<file path="src/rtl/alu_pkg.sv">
// Shared ALU control codes, execute-FSM state type and opcode helper for alu_exec/alu_core.
package alu_pkg;

  localparam logic [3:0] ALU_AND  = 4'b0000;
  localparam logic [3:0] ALU_OR   = 4'b0001;
  localparam logic [3:0] ALU_ADD  = 4'b0010;
  localparam logic [3:0] ALU_XOR  = 4'b0011;
  localparam logic [3:0] ALU_SUB  = 4'b0110;
  localparam logic [3:0] ALU_SLT  = 4'b0111;
  localparam logic [3:0] ALU_SLTU = 4'b1000;
  localparam logic [3:0] ALU_SLL  = 4'b1001;
  localparam logic [3:0] ALU_SRL  = 4'b1010;
  localparam logic [3:0] ALU_SRA  = 4'b1011;

  typedef enum logic [1:0] {
    ST_IDLE  = 2'd0,
    ST_SHIFT = 2'd1,
    ST_DONE  = 2'd2
  } state_e;

  function automatic logic is_shift_op(input logic [3:0] ctrl);
    return (ctrl == ALU_SLL) || (ctrl == ALU_SRL) || (ctrl == ALU_SRA);
  endfunction

endpackage

</file>
<file path="src/rtl/alu_core.sv">
// Combinational single-cycle ALU. Shifts are only built here when ALU_EXEC_FAST_SHIFT_EN
// is defined; otherwise the shift codes return 0 and alu_exec iterates them.
module alu_core
  import alu_pkg::*;
#(
  parameter int XLEN = 32
) (
  input  logic [3:0]      alu_ctrl,
  input  logic [XLEN-1:0] op_a,
  input  logic [XLEN-1:0] op_b,
  output logic [XLEN-1:0] y
);

`ifdef ALU_EXEC_FAST_SHIFT_EN
  localparam int SHW = $clog2(XLEN);
`endif

  always_comb begin
    y = '0;
    case (alu_ctrl)
      ALU_AND:  y = op_a & op_b;
      ALU_OR:   y = op_a | op_b;
      ALU_ADD:  y = op_a + op_b;
      ALU_XOR:  y = op_a ^ op_b;
      ALU_SUB:  y = op_a - op_b;
      ALU_SLT:  y = {{(XLEN-1){1'b0}}, ($signed(op_a) < $signed(op_b))};
      ALU_SLTU: y = {{(XLEN-1){1'b0}}, (op_a < op_b)};
`ifdef ALU_EXEC_FAST_SHIFT_EN
      ALU_SLL:  y = op_a << op_b[SHW-1:0];
      ALU_SRL:  y = op_a >> op_b[SHW-1:0];
      ALU_SRA:  y = $signed(op_a) >>> op_b[SHW-1:0];
`else
      ALU_SLL, ALU_SRL, ALU_SRA: y = '0;
`endif
      default:  y = '0;
    endcase
  end

endmodule

</file>
<file path="src/rtl/alu_exec.sv">
// ALU execute stage with valid/ready handshake and a bit-serial shifter.
// Defining ALU_EXEC_FAST_SHIFT_EN moves shifts into alu_core so SHIFT is never entered.
//
// state    | meaning
// ST_IDLE  | no result held, ready for a request
// ST_SHIFT | shifting result_q one bit per cycle, cnt_q bits remaining
// ST_DONE  | result valid, held until out_ready
module alu_exec
  import alu_pkg::*;
#(
  parameter int XLEN = 32,
  parameter int SHW  = 5
) (
  input  logic            clk,
  input  logic            rst,
  input  logic            in_valid,
  output logic            in_ready,
  input  logic [3:0]      alu_ctrl,
  input  logic [XLEN-1:0] op_a,
  input  logic [XLEN-1:0] op_b,
  output logic            out_valid,
  input  logic            out_ready,
  output logic [XLEN-1:0] result,
  output logic            zero,
  output logic            busy
);

  state_e          state_q, state_d;
  logic [XLEN-1:0] result_q, result_d;
  logic            zero_q, zero_d;
  logic            out_valid_q, out_valid_d;
  logic            busy_q, busy_d;
  logic [SHW-1:0]  cnt_q, cnt_d;
  logic [3:0]      op_q, op_d;

  logic [XLEN-1:0] core_y;
  logic [XLEN-1:0] load_val;
  logic [XLEN-1:0] shift_val;
  logic            go_shift;
  logic            accept;

  alu_core #(.XLEN(XLEN)) u_core (
    .alu_ctrl (alu_ctrl),
    .op_a     (op_a),
    .op_b     (op_b),
    .y        (core_y)
  );

  assign in_ready  = (state_q == ST_IDLE) || ((state_q == ST_DONE) && out_ready);
  assign accept    = in_valid && in_ready;
  assign out_valid = out_valid_q;
  assign result    = result_q;
  assign zero      = zero_q;
  assign busy      = busy_q;

  // Shift-by-zero needs no iteration: op_a is already the answer.
  always_comb begin
    go_shift = 1'b0;
    load_val = core_y;
`ifdef ALU_EXEC_FAST_SHIFT_EN
    go_shift = 1'b0;
`else
    if (is_shift_op(alu_ctrl)) begin
      go_shift = (op_b[SHW-1:0] != '0);
      load_val = op_a;
    end
`endif
  end

  always_comb begin
    case (op_q)
      ALU_SLL: shift_val = {result_q[XLEN-2:0], 1'b0};
      ALU_SRA: shift_val = {result_q[XLEN-1], result_q[XLEN-1:1]};
      default: shift_val = {1'b0, result_q[XLEN-1:1]};
    endcase
  end

  always_comb begin
    state_d     = state_q;
    result_d    = result_q;
    zero_d      = zero_q;
    cnt_d       = cnt_q;
    op_d        = op_q;
    out_valid_d = 1'b0;
    busy_d      = 1'b0;
    case (state_q)
      ST_IDLE, ST_DONE: begin
        if ((state_q == ST_DONE) && !out_ready) begin
          out_valid_d = 1'b1;
        end else if (accept) begin
          op_d     = alu_ctrl;
          result_d = load_val;
          cnt_d    = go_shift ? op_b[SHW-1:0] : '0;
          if (go_shift) begin
            state_d = ST_SHIFT;
            busy_d  = 1'b1;
          end else begin
            state_d     = ST_DONE;
            out_valid_d = 1'b1;
            zero_d      = (load_val == '0);
          end
        end else begin
          state_d = ST_IDLE;
        end
      end
      ST_SHIFT: begin
        result_d = shift_val;
        cnt_d    = cnt_q - 1'b1;
        if (cnt_q == {{(SHW-1){1'b0}}, 1'b1}) begin
          state_d     = ST_DONE;
          out_valid_d = 1'b1;
          zero_d      = (shift_val == '0);
        end else begin
          busy_d = 1'b1;
        end
      end
      default: state_d = ST_IDLE;
    endcase
  end

  always_ff @(posedge clk) begin
    if (rst) begin
      state_q     <= ST_IDLE;
      result_q    <= '0;
      zero_q      <= 1'b0;
      out_valid_q <= 1'b0;
      busy_q      <= 1'b0;
      cnt_q       <= '0;
      op_q        <= ALU_AND;
    end else begin
      state_q     <= state_d;
      result_q    <= result_d;
      zero_q      <= zero_d;
      out_valid_q <= out_valid_d;
      busy_q      <= busy_d;
      cnt_q       <= cnt_d;
      op_q        <= op_d;
    end
  end

endmodule

</file>
<file path="config.mk">
export PLATFORM = sky130hd
export DESIGN_NAME = alu_exec
export DESIGN_NICKNAME = d
export VERILOG_FILES = /design/src/rtl/alu_pkg.sv /design/src/rtl/alu_core.sv /design/src/rtl/alu_exec.sv
export SDC_FILE = /design/constraint.sdc
export NUM_CORES = 1
export LEC_CHECK = 0
export ABC_AREA = 1
export CAP_MARGIN = 20
export CELL_PAD_IN_SITES_DETAIL_PLACEMENT = 2
export CELL_PAD_IN_SITES_GLOBAL_PLACEMENT = 2
export CORE_ASPECT_RATIO = 1.2
export CORE_MARGIN = 5
export CORE_UTILIZATION = 26
export DETAILED_ROUTE_END_ITERATION = 8
export GPL_ROUTABILITY_DRIVEN = 0
export HOLD_SLACK_MARGIN = 0.05
export PLACE_DENSITY = 0.8
export SYNTH_ARGS = -nofsm -noshare
export SYNTH_HDL_FRONTEND = slang
export SYNTH_HIERARCHICAL = 1
export SYNTH_SLANG_ARGS = --single-unit
</file>
<file path="constraint.sdc">
create_clock -name clk -period 2.9 [get_ports clk]
set_clock_uncertainty 0.2 [all_clocks]
set_input_delay 0.58 -clock clk [delete_from_list [all_inputs] [get_ports clk]]
set_output_delay 0.58 -clock clk [all_outputs]
set_load 0.05 [all_outputs]
</file>
# --- Word-level counts from Yosys, hierarchy flattened ---
# Cells that the tools add are included.
classes:
  reduce_logical: 18
  n_eq_ne: 18
  n_addsub: 3
  mux: 31
  order_cmp: 2
  bitwise_logic: 4
ops:
  columns: ["cell", "n"]
  rows:
  - ["$pmux W32 S7", 1]
  - ["$pmux W32 S2", 2]
  - ["$mux W32", 3]
  - ["$logic_not A32 Y1", 2]
  - ["$lt A32 B32 Y1", 2]
  - ["$add A32 B32 Y32", 1]
  - ["$and A32 B32 Y32", 1]
  - ["$or A32 B32 Y32", 1]
  - ["$sub A32 B32 Y32", 1]
  - ["$xor A32 B32 Y32", 1]
  - ["$eq A4 B4 Y1 const B", 6]
  - ["$mux W5", 3]
  - ["$mux W1", 13]
  - ["$pmux W5 S2", 1]
  - ["$eq A4 B2 Y1 const B", 2]
  - ["$eq A4 B3 Y1 const B", 2]
  - ["$mux W2", 4]
  - ["$ne A2 B2 Y1 const B", 4]
  - ["$pmux W1 S2", 3]
  - ["$reduce_and A3 Y1", 2]
  - ["$eq A5 B1 Y1 const B", 1]
  - ["$reduce_and A5 Y1", 1]
  - ["$reduce_bool A5 Y1", 1]
  - ["$sub A5 B1 Y5 const B", 1]
  - ["other kinds (13)", 17]
word_totals:
  regBits: 46
  in_bits: 72
  out_inout_bits: 36

# --- Logic depth before layout (Yosys ltp) ---
# Gate-level depths: netlist (run 1).
depth:
  ltp_word: 9
  depth_mapped: 28
  mapped_depth_nobuf: 27

# --- By module ---
# The synthesis (run 1) kept the hierarchy.
by_module_without_submodules:
  columns: ["module", "instances", "cells_per_inst", "seq_area_each_um2", "area_per_inst_um2"]
  rows:
  - ["alu_core", 1, 1290, 0.0, 6382.4]
  - ["alu_exec", 1, 610, 920.9, 3489.6]

# --- Worst setup path before layout (run 1) ---
# OpenSTA, ideal clock, no wires.
synth_timing:
  path_type: "input -> register"
  start: "in op_a[0]"
  end: "reg zero_q, in the netlist zero"
  t_arrival_ns: 2.582
  path_stages: 24
  slack_ns: 0.053
  cell_sequence: "inv_1 ha_1 inv_1 fa_1 nand2_1 nand2_1 and2_1 nand2_1 nand3b_1 nand2_1 nand3_1 nand3_1 nand3_1 inv_1 nand2_1 nand2_1 nand2_1 nor2_1 nand2_1 nor2_1 nand2_1 nor2_1 nor2_1 nor2_1"
synth_via:
  elab_chain_cells: 8
synth_rtl:
  columns: ["item", "line_no", "rtl"]
  rows:
  - ["from (decl)", "alu_exec.sv:19", "input logic [XLEN-1:0] op_a,"]
  - ["$sub A32 B32 Y32 or $add A32 B32 Y32 (tied branches)", "alu_core.sv:25, alu_core.sv:23", null]
  - ["$pmux W32 S7 (*)", "alu_core.sv:20", "case (alu_ctrl)"]
  - ["named net core_y[20]", "alu_exec.sv:36", "logic [XLEN-1:0] core_y;"]
  - ["$mux W32 (*)", "alu_exec.sv:63", "if (is_shift_op(alu_ctrl)) begin"]
  - ["$logic_not A32 Y1 (*)", "alu_exec.sv:100", "zero_d = (load_val == '0);"]
  - ["$mux W1 (*)", "alu_exec.sv:94", "if (go_shift) begin"]
  - ["$mux W1 (*)", "alu_exec.sv:90", "end else if (accept) begin"]
  - ["$mux W1 (*)", "alu_exec.sv:88", "if ((state_q == ST_DONE) && !out_ready) begin"]
  - ["$pmux W1 S2 (*)", "alu_exec.sv:86", "case (state_q)"]
  - ["to (signal assigned)", "alu_exec.sv:133", "zero_q <= zero_d;"]
  - ["to (decl)", "alu_exec.sv:30", "logic zero_q, zero_d;"]
# The timed path passes the listed nets; every way through them passes the cells marked *. The select of a mux whose other input is x is not followed.
# A chain may end at the register's enable or synchronous reset.

# --- Worst setup path in the final report (run 1) ---
layout_timing:
  start: "in op_b[17]"
  end: "reg zero_q, in the netlist zero"
layout_via:
  elab_chain_cells: 8
layout_rtl:
  columns: ["item", "line_no", "rtl"]
  rows:
  - ["from (decl)", "alu_exec.sv:20", "input logic [XLEN-1:0] op_b,"]
  - ["$sub A32 B32 Y32 or $add A32 B32 Y32 (tied branches)", "alu_core.sv:25, alu_core.sv:23", null]
  - ["$pmux W32 S7 (*)", "alu_core.sv:20", null]
  - ["named net core_y[29]", "alu_exec.sv:36", null]
  - ["$mux W32 (*)", "alu_exec.sv:63", null]
  - ["$logic_not A32 Y1 (*)", "alu_exec.sv:100", null]
  - ["$mux W1 (*)", "alu_exec.sv:94", null]
  - ["$mux W1 (*)", "alu_exec.sv:90", null]
  - ["$mux W1 (*)", "alu_exec.sv:88", null]
  - ["$pmux W1 S2 (*)", "alu_exec.sv:86", null]
# Marks and branches as above.

==> summary.md, run 1 <==
| Metric | Value |
|---|---|
| CTS Root Cell | clkbuf_16 |
| Core ar. | 37700 µm² |
| Setup CP Type | input port to register |
| Routed wire per std cell | 35.2 µm |
| Worst slew pin tran | 0.553 ns |
| Top-area cell type share of the netlist area | 23.6% |
| H-tree levels | 2 |
| Die X | 188 µm |
| Final setup margin | -0.677 ns |
| DRT Wirelength | 102 mm |
| Max Clock Freq | 280 MHz |
| Reg area | 921 µm² |
| Startpoint class of the critical path | input port |
| Sequential share of the synthesized area | 9.33% |
| Pins over their slew limit | 0 |
| CTS tree | built |
| Post-synth top area cell | nand2_1 |
| Syn Std Cell Area | 9870 µm² |
| Unrepaired setup endpoints after global routing | true |
| Via Count | 17700 |
| Async SR Flop Fraction | 0% |
| Syn nets | 2073 |
| Hold/Removal Path Class | register to register |
| PwrDens | 335 nW/µm² |
| Clk Latency, worst-skew pair | 0.31 ns |
| Largest net degree at the start of global routing | 70 |
| CTS Buf Count | 5 |
| Final Hold Viols | 0 |
| Fin nets | 2587 |
| First drt pass iteration count | 5 |
| Run status | finished, violations left |
| Avg Vias per Cell | 6.11 |
| Fin crit period | 3.58 ns |
| Fraction of layout instances using a drive strength above 1 | 53.6% |
| CP Max Fanout | 7 |
| Crit. End Element | register |
| Max IR drop VDD | 0.000367 V |
| Worst EP required | 2.94 ns |
| Leakage | 9.59 nW |
| Initial Util | 26.2% |
| Layout fillers | 4415 |
| Tot Pwr | 6.18 mW |
| Clk sinks | 46 |
| MaxCap Viol Count | 0 |
| Finished Core Util | 48.9% |
| HPWL Detailed | 51.2 mm |
| DRC | 0 |
| Antenna Violating Nets Remaining | 0 |
| Fin crit share | 123% |
| Setup Viol. Count Final | 33 |
| Distinct cells, synth | 49 |
| Pre-CTS setup slack | -1.38 ns |
| Worst path arrival time | 3.62 ns |
| Number of hold buffers added after CTS | 0 |
| Slew headroom | 63.0% |
| Final instance count without filler cells | 2897 |
| I/O Buffers | 107 |
| Cells after Synth | 1900 |
| Initial DRC count | 1641 |
| Failing checks | negative setup slack |
| First-pass GRT wire length | 123 mm |
| Multi-input logic area | 10300 µm² |
| Number of global-route vias before repair | 18200 |
| Dpl cells | 2753 |
| Rows | 78 |
| GRT Overall Usage | 38.2% |
| Global route overflow | 0 |
| Syn_area_per_cell | 5.20 µm² |
| Dominant cells by area after synthesis | nand2_1 24%, inv_1 15%, ha_1 13% |
| Main synth FF type | dfxtp_1 |
| I/O pin total | 108 |
| Clk buf depth | 2 |
| Post-synth EDFFs | 0 |
| Area grow syn2layout | 86.7% |
| Final setup TNS | -9.66 ns |
| Die area | 42000 µm² |
| Clk slew on worst S/H paths | 0.08 ns |
| Ys Warns | 6 |
| Synth Register Bits | 46 |
| Initial antenna violation count | 6 |
| Die Ht | 223 µm |
==> cell usage after synthesis (all sizes together), types with 3 or more instances <==
| master | number |
|---|---|
| buf | 46 |
| o21ai | 109 |
| nand4 | 8 |
| nor2 | 150 |
| nor4 | 4 |
| ha | 99 |
| nand3b | 11 |
| dfxtp | 46 |
| o21bai | 7 |
| mux2i | 3 |
| nand2 | 625 |
| a211oi | 4 |
| nor3 | 12 |
| a21oi | 117 |
| nand3 | 177 |
| inv | 404 |
| o22ai | 31 |
| o31ai | 6 |
| clkbuf | 21 |
| and3 | 4 |
==> routing by layer <==
| metal | global-route usage [%] | up-vias | routed length, µm |
|---|---|---|---|
| met3 | 6.48 | 591 | 9100 |
| met1 | 46.2 | 8845 | 38300 |
| met2 | 65.4 | 1328 | 46200 |
| met4 | 18.5 | 8 | 8380 |
| li1 | - | 6919 | - |
| met5 | 0 | - | 48 |
==> timing repair <==
| item | in CTS | in global routing |
|---|---|---|
| hold endpoints to repair | 0 | 0 |
| pin swaps | 222 | 178 |
| buffers inserted | 75 | 68 |
| resized for setup | 911 | 422 |
| endpoints found under the setup margin | 33 | 32 |
==> flip-flops by register name, summed over array words and instances, names as in the netlist <==
| name | count |
|---|---|
| result | 32 |
| cnt_q | 5 |
| op_q | 4 |
| state_q | 2 |
| busy | 1 |
| out_valid | 1 |
| zero | 1 |
==> through the flow <==
| step | hold WS (ns) | area, µm² |
|---|---|---|
| finish | 0.353 | 18400 |
| detailed placement | 0.291 | 13800 |
| CTS | 0.316 | 16700 |
| floorplan | 0.267 | 9870 |
| global placement | 0.278 | 13800 |
| global route | 0.358 | 18400 |
==> where the power goes <==
part           switching [mW]  internal (mW)  leakage [nW]
registers              0.0803          0.697         0.380
logic                    3.01           1.69          9.13
clock network           0.290          0.410        0.0781
total                    3.38           2.79          9.59
==> cells in the final DEF (no fill, tap or decap), types with 18 or more instances in the layout <==
cell	instances
nand2_2	190
o21ai_2	32
nor2_4	60
nand2_4	77
o21ai_0	27
ha_2	22
nand3_1	112
inv_4	22
nand3_4	18
o21ai_1	41
nand3_2	47
buf_4	394
a21oi_2	29
dfxtp_1	46
inv_1	248
ha_1	38
buf_2	24
inv_2	128
clkdlybuf4s50_1	38
a21oi_1	73
nor2_1	55
buf_6	67
ha_4	39
o22ai_1	30
nor2_2	35
nand2_1	354
==> final cells by class <==
class | instances | area share, %
repair buffers | 574 | 26.3
flip-flops and latches | 46 | 5.00
clock buffers | 7 | 0.720
multi-input cells | 1383 | 55.8
diodes | 2 | 0.0272
clock inverters | 1 | 0.163
well taps | 480 | 3.26
inverters | 404 | 8.72
==> worst paths after layout <==
check	from	endpoint	slack (ns)	depth (start not counted)
setup / recovery	op_b[17]	zero$_SDFFE_PP0P_	-0.68	22
hold / removal	op_q[3]$_SDFFE_PP0P_	op_q[3]$_SDFFE_PP0P_	0.35	2
hold reg to reg	op_q[3]$_SDFFE_PP0P_	op_q[3]$_SDFFE_PP0P_	0.35	2
setup reg to reg	op_q[0]$_SDFFE_PP0P_	zero$_SDFFE_PP0P_	0.30	13
==> worst max-delay path, cell delays in order <==
cell	delay [ns]
clkbuf_4	0.15
inv_2	0.08
ha_4	0.40
nand2_4	0.11
nor2_4	0.17
buf_4	0.14
nand2_4	0.06
nor4_4	0.39
nand2_2	0.14
nand2_1	0.11
nand2_1	0.07
nand3_1	0.08
nand3_1	0.08
nand2_1	0.12
nand2_2	0.10
nor2_2	0.14
nand2_1	0.07
nor2_2	0.17
nand2_2	0.09
nor2_2	0.12
nor2_1	0.09
nor2_1	0.13
==> cells by family after synthesis <==
kind of cell / count (synthesis) / synth area share [%]
buffers and inverters: 471 / 19.4
AND/OR/NAND/NOR: 994 / 42.1
XOR/XNOR: 1 / 0.0887
flip-flops: 46 / 9.33
AO/OA/AOI/OAI: 284 / 15.9
multiplexers: 3 / 0.304
adder cells (fa/ha/maj): 101 / 13.0
(Power assumes the default switching activity.)
==> run 2, diff against run 1 <==
- CORE_ASPECT_RATIO: 1.2 -> 0.75
==> summary.md, run 2 <==
| Metric | Value |
|---|---|
| Count leader, synth | nand2_1 (unchanged) |
| Pre-CTS setup slack | -1.49 ns (was -1.38 ns) |
| Rows | 61 (was 78) |
| Distinct cells, synth | 49 (unchanged) |
| I/O Buffers | 107 (unchanged) |
| Synth cell count leaders | 621 x nand2_1, 395 x inv_1, 175 x nand3_1, 133 x nor2_1, 114 x a21oi_1 (unchanged) |
| HPWL Detailed | 53.9 mm (was 51.2 mm) |
| Syn nets | 2073 (unchanged) |
| Syn Std Cell Area | 9870 µm² (unchanged) |
| Initial Util | 26.5% (was 26.2%) |
| Run status | stopped before the end (was finished, violations left) |
| Dpl cells | 2824 (was 2753) |
| Clk sinks | 46 (unchanged) |
| Initial antenna violation count | 3 |
| Number of hold buffers added after CTS | 0 (unchanged) |
| Worst EP post-GRT repair | zero$_SDFFE_PP0P_/D |
| Simple-gate share of the synthesized area | 42.1% (unchanged) |
| Top-area cell type share of the netlist area | 23.6% (unchanged) |
| Halt Stage | 5_1_grt |
| Cells after Synth | 1900 (unchanged) |
| Placed cell area | 14100 µm² (was 13800 µm²) |
| CTS Root Cell | clkbuf_16 (unchanged) |
| Xor and xnor area share after synthesis | 0.0887% (unchanged) |
| Sequential share of the synthesized area | 9.33% (unchanged) |
| Err | [ERROR DPL-0033] detailed placement checks failed during check placement. |
| Post-synth EDFFs | 0 (unchanged) |
| Die X | 235 µm (was 188 µm) |
| H-tree levels | 2 (unchanged) |
| Clk buf depth | 2 (unchanged) |
| Die Ht | 179 µm (was 223 µm) |
| Worst_ep kind | sequential cell input |
| CTS Buf Count | 5 (unchanged) |
| I/O pin total | 108 (unchanged) |
| Main combinational cell family by area after synthesis | simple AND/OR/NAND/NOR gates (unchanged) |
| Async SR Flop Fraction | 0% (unchanged) |
| Mux share of post-synthesis cell area | 0.304% (unchanged) |
| Synth Area in Adders | 13.0% (unchanged) |
| Largest net degree at the start of global routing | 70 |
| Syn_area_per_cell | 5.20 µm² (unchanged) |
| Synth Area in Compound Gates | 15.9% (unchanged) |
| Ys Warns | 6 (unchanged) |
| Dominant cells by area after synthesis | nand2_1 24%, inv_1 15%, ha_1 13% (unchanged) |
| Synth Register Bits | 46 (unchanged) |
| Main synth FF type | dfxtp_1 (unchanged) |
| Post-synth top area cell | nand2_1 (unchanged) |
## run 2: cell counts after synthesis
No cell type changed its count.
## run 2: stage by stage
| step | hold slack (ns) | TNS (ns) |
|---|---|---|
| 4_1_cts | 0.331 | -0.827 |
| 2_1_floorplan | 0.267 | 0 |
| 3_5_place_dp | 0.302 | -34.53 |
| 3_3_place_gp | 0.274 | -26.38 |
## run 2: cell families after synthesis
kind of cell	count (synthesis)
muxes	3
buffers and inverters	471
xor gates and xnor gates	1
AOI/OAI and AO/OA	284
DFF	46
adders and majority gates	101
and+or+nand+nor	994
## run 2: timing repair
action | in CTS
buffers inserted | 79
gates cloned | 1
pin swaps | 235
gates resized for setup | 964
endpoints found under the setup margin | 33
==> run 3, diff against run 2 <==
- CELL_PAD_IN_SITES_DETAIL_PLACEMENT: 2 -> unset
- CELL_PAD_IN_SITES_GLOBAL_PLACEMENT: 2 -> unset
- CORE_ASPECT_RATIO: 0.75 -> unset
- CORE_UTILIZATION: 26 -> 38
- HOLD_SLACK_MARGIN: 0.05 -> unset
- PLACE_DENSITY: 0.8 -> unset
- PLACE_DENSITY_LB_ADDON: unset -> 0.15
- clock period: 2.9 -> 3.75 ns (I/O delays scaled with it)
==> summary.md, run 3 (synthesis results as in run 1) <==
| Metric | Value |
|---|---|
| Run status | complete, no violations (was stopped before the end) |
| Hold Path Depth | 2 |
| Leakage | 7.67 nW |
| PwrDens | 231 nW/µm² |
| Initial Util | 38.2% (was 26.5%) |
| Slew headroom | 36.5% |
| Max Clock Freq | 281 MHz |
| Area grow syn2layout | 37.8% |
| Hold/Removal Path Class | register to register |
| Avg Vias per Cell | 5.11 |
| Design area | 13600 µm² |
| Clk buf depth | 2 (unchanged) |
| Cell Chain, Critical Path | clkdlybuf4s50_1, inv_1, ha_4, buf_4, nand2_1, inv_1, nand2_1, nand2_1, nand2_1, nand3_1, buf_4, o31ai_1, nand2_1, nand2_1, inv_1, nand2_1, o21ai_2, buf_4, buf_4, buf_4, mux2i_1, o21ai_1, inv_1 |
| Clk slew on worst S/H paths | 0.06 ns |
| Die area | 29300 µm² |
| Largest net degree at the start of global routing | 39 |
| Routed wire per std cell | 15.8 µm |
| Fin crit share | 95.1% |
| Die Ht | 171 µm (was 179 µm) |
| Clk sinks | 46 (unchanged) |
| Dpl cells | 2505 (was 2824) |
| GRT Overall Usage | 25.9% |
| Initial antenna violation count | 1 |
| Worst path arrival time | 3.60 ns |
| Fin nets | 2353 |
| Unrepaired setup endpoints after global routing | true |
| H-tree levels | 2 (unchanged) |
| MaxCap Viol Count | 0 |
| Worst r2r src | state_q[1]$_SDFFE_PP0P_ |
| Number of hold buffers added after CTS | 0 (unchanged) |
| Rows | 59 (was 61) |
| Layout fillers | 2811 |
| Pre-CTS setup slack | -0.317 ns (was -1.49 ns) |
| Worst R2R End | cnt_q[4]$_SDFFE_PP0P_ |
| Final Hold Viols | 0 |
| Initial DRC count | 1144 |
| Reg2reg setup slack | 1.42 ns |
| Most common cell after layout, fill and taps aside | nand2_1 |
| Fin crit period | 3.56 ns |
| I/O pin total | 108 (unchanged) |
| Number of global-route vias before repair | 12100 |
| Reg2reg path depth | 8 |
| Core ar. | 25800 µm² |
| Commonest cells after routing, fill and taps aside | 584 x nand2_1, 389 x inv_1, 227 x buf_4, 167 x nand3_1, 110 x nor2_1 |
| Final instance count without filler cells | 2517 |
| Fraction of layout instances using a drive strength above 1 | 18.6% |
| Placed cell area | 12800 µm² (was 14100 µm²) |
| Final setup margin | 0.185 ns |
| Final setup TNS | 0 ns |
| First drt pass iteration count | 6 |
| Via Count | 12900 |
| DRT Wirelength | 39.8 mm |
| CTS tree | built |
| Setup CP Type | input port to register |
| Pins over their slew limit | 0 |
| Slowest-stage cell, CP | clkdlybuf4s50_1 |
| HPWL Detailed | 32.3 mm (was 53.9 mm) |
| Global route overflow | 0 |
| CP Max Fanout | 4 |
| Buffers & Inverters on Critical Path | 10 |
| Hold path start | op_q[3]$_SDFFE_PP0P_ |
| Max incr delay on CP | 0.48 ns |
| Worst EP required | 3.78 ns |
| Max IR drop VDD | 0.000250 V |
| I/O Buffers | 107 (unchanged) |
| DRC | 0 |
| Startpoint class of the critical path | input port |
| Worst path depth | 23 |
| Tot Pwr | 3.14 mW |
| Multi-input logic area | 7680 µm² |
| Most used cell, CP | nand2_1 |
| Worst hold endpoint | op_q[3]$_SDFFE_PP0P_ |
| CTS Buf Count | 5 (unchanged) |
| Reg area | 921 µm² |
| Worst slew pin tran | 0.949 ns |
| Setup Viol. Count Final | 0 |
| CTS Root Cell | clkbuf_16 (unchanged) |
| Crit. End Element | register |
| Finished Core Util | 52.7% |
| Top Family by Delay on Critical Path | buffers and inverters |
| Clk Latency, worst-skew pair | 0.29 ns |
| First-pass GRT wire length | 61.3 mm |
| Largest register FFs | 32 |
| Antenna Violating Nets Remaining | 0 |
| Die X | 171 µm (was 235 µm) |
| Hold Slack | 0.299 ns |
-- run 3: worst max-delay path by stage --
stage,endpoint,slack (ns),startpoint
final,result[9]$_SDFFE_PP0P_,0.19,op_a[4]
after global routing,zero$_SDFFE_PP0P_,-0.05,op_a[13]
after CTS,zero$_SDFFE_PP0P_,0.02,op_a[0]
after detailed placement,result[10]$_SDFFE_PP0P_,-0.32,op_a[0]
after global placement,zero$_SDFFE_PP0P_,-0.32,op_b[1]
after floorplan,zero$_SDFFE_PP0P_,0.73,op_a[0]
-- run 3: report_power, final --
part           internal (mW)  switching, mW
registers              0.539         0.0380
logic                  0.811           1.24
clock network          0.315          0.195
-- run 3: worst reg2reg max path, delay by kind of cell, from the launching register on --
family	cells	cell delay (ns)
compound gates	2	0.38
buf+inv	3	1.03
flops	1	0.31
simple gates	3	0.34
-- run 3: timing repair --
action,in CTS,in global routing
endpoints found under the setup margin,2,23
pin swaps,0,23
setup buffers,0,3
resized for setup,3,157
-- run 3: layer usage --
layer | vias up | track usage [%] | share of wire, %
met5 | - | 0 | 0
met4 | 0 | 7.92 | 2.7
met3 | 73 | 1.88 | 7.8
met2 | 539 | 44.9 | 47
met1 | 5830 | 34.4 | 43
li1 | 6428 | - | -
-- run 3: cell type report --
| cell class | count | share of cell area, % |
|---|---|---|
| antenna | 1 | 0.0184 |
| clock buffer | 6 | 0.947 |
| clock inverter | 2 | 0.276 |
| inverter | 404 | 11.1 |
| multi-input combinational | 1383 | 56.5 |
| sequential | 46 | 6.77 |
| tap | 335 | 3.08 |
| timing repair buffer | 340 | 21.3 |
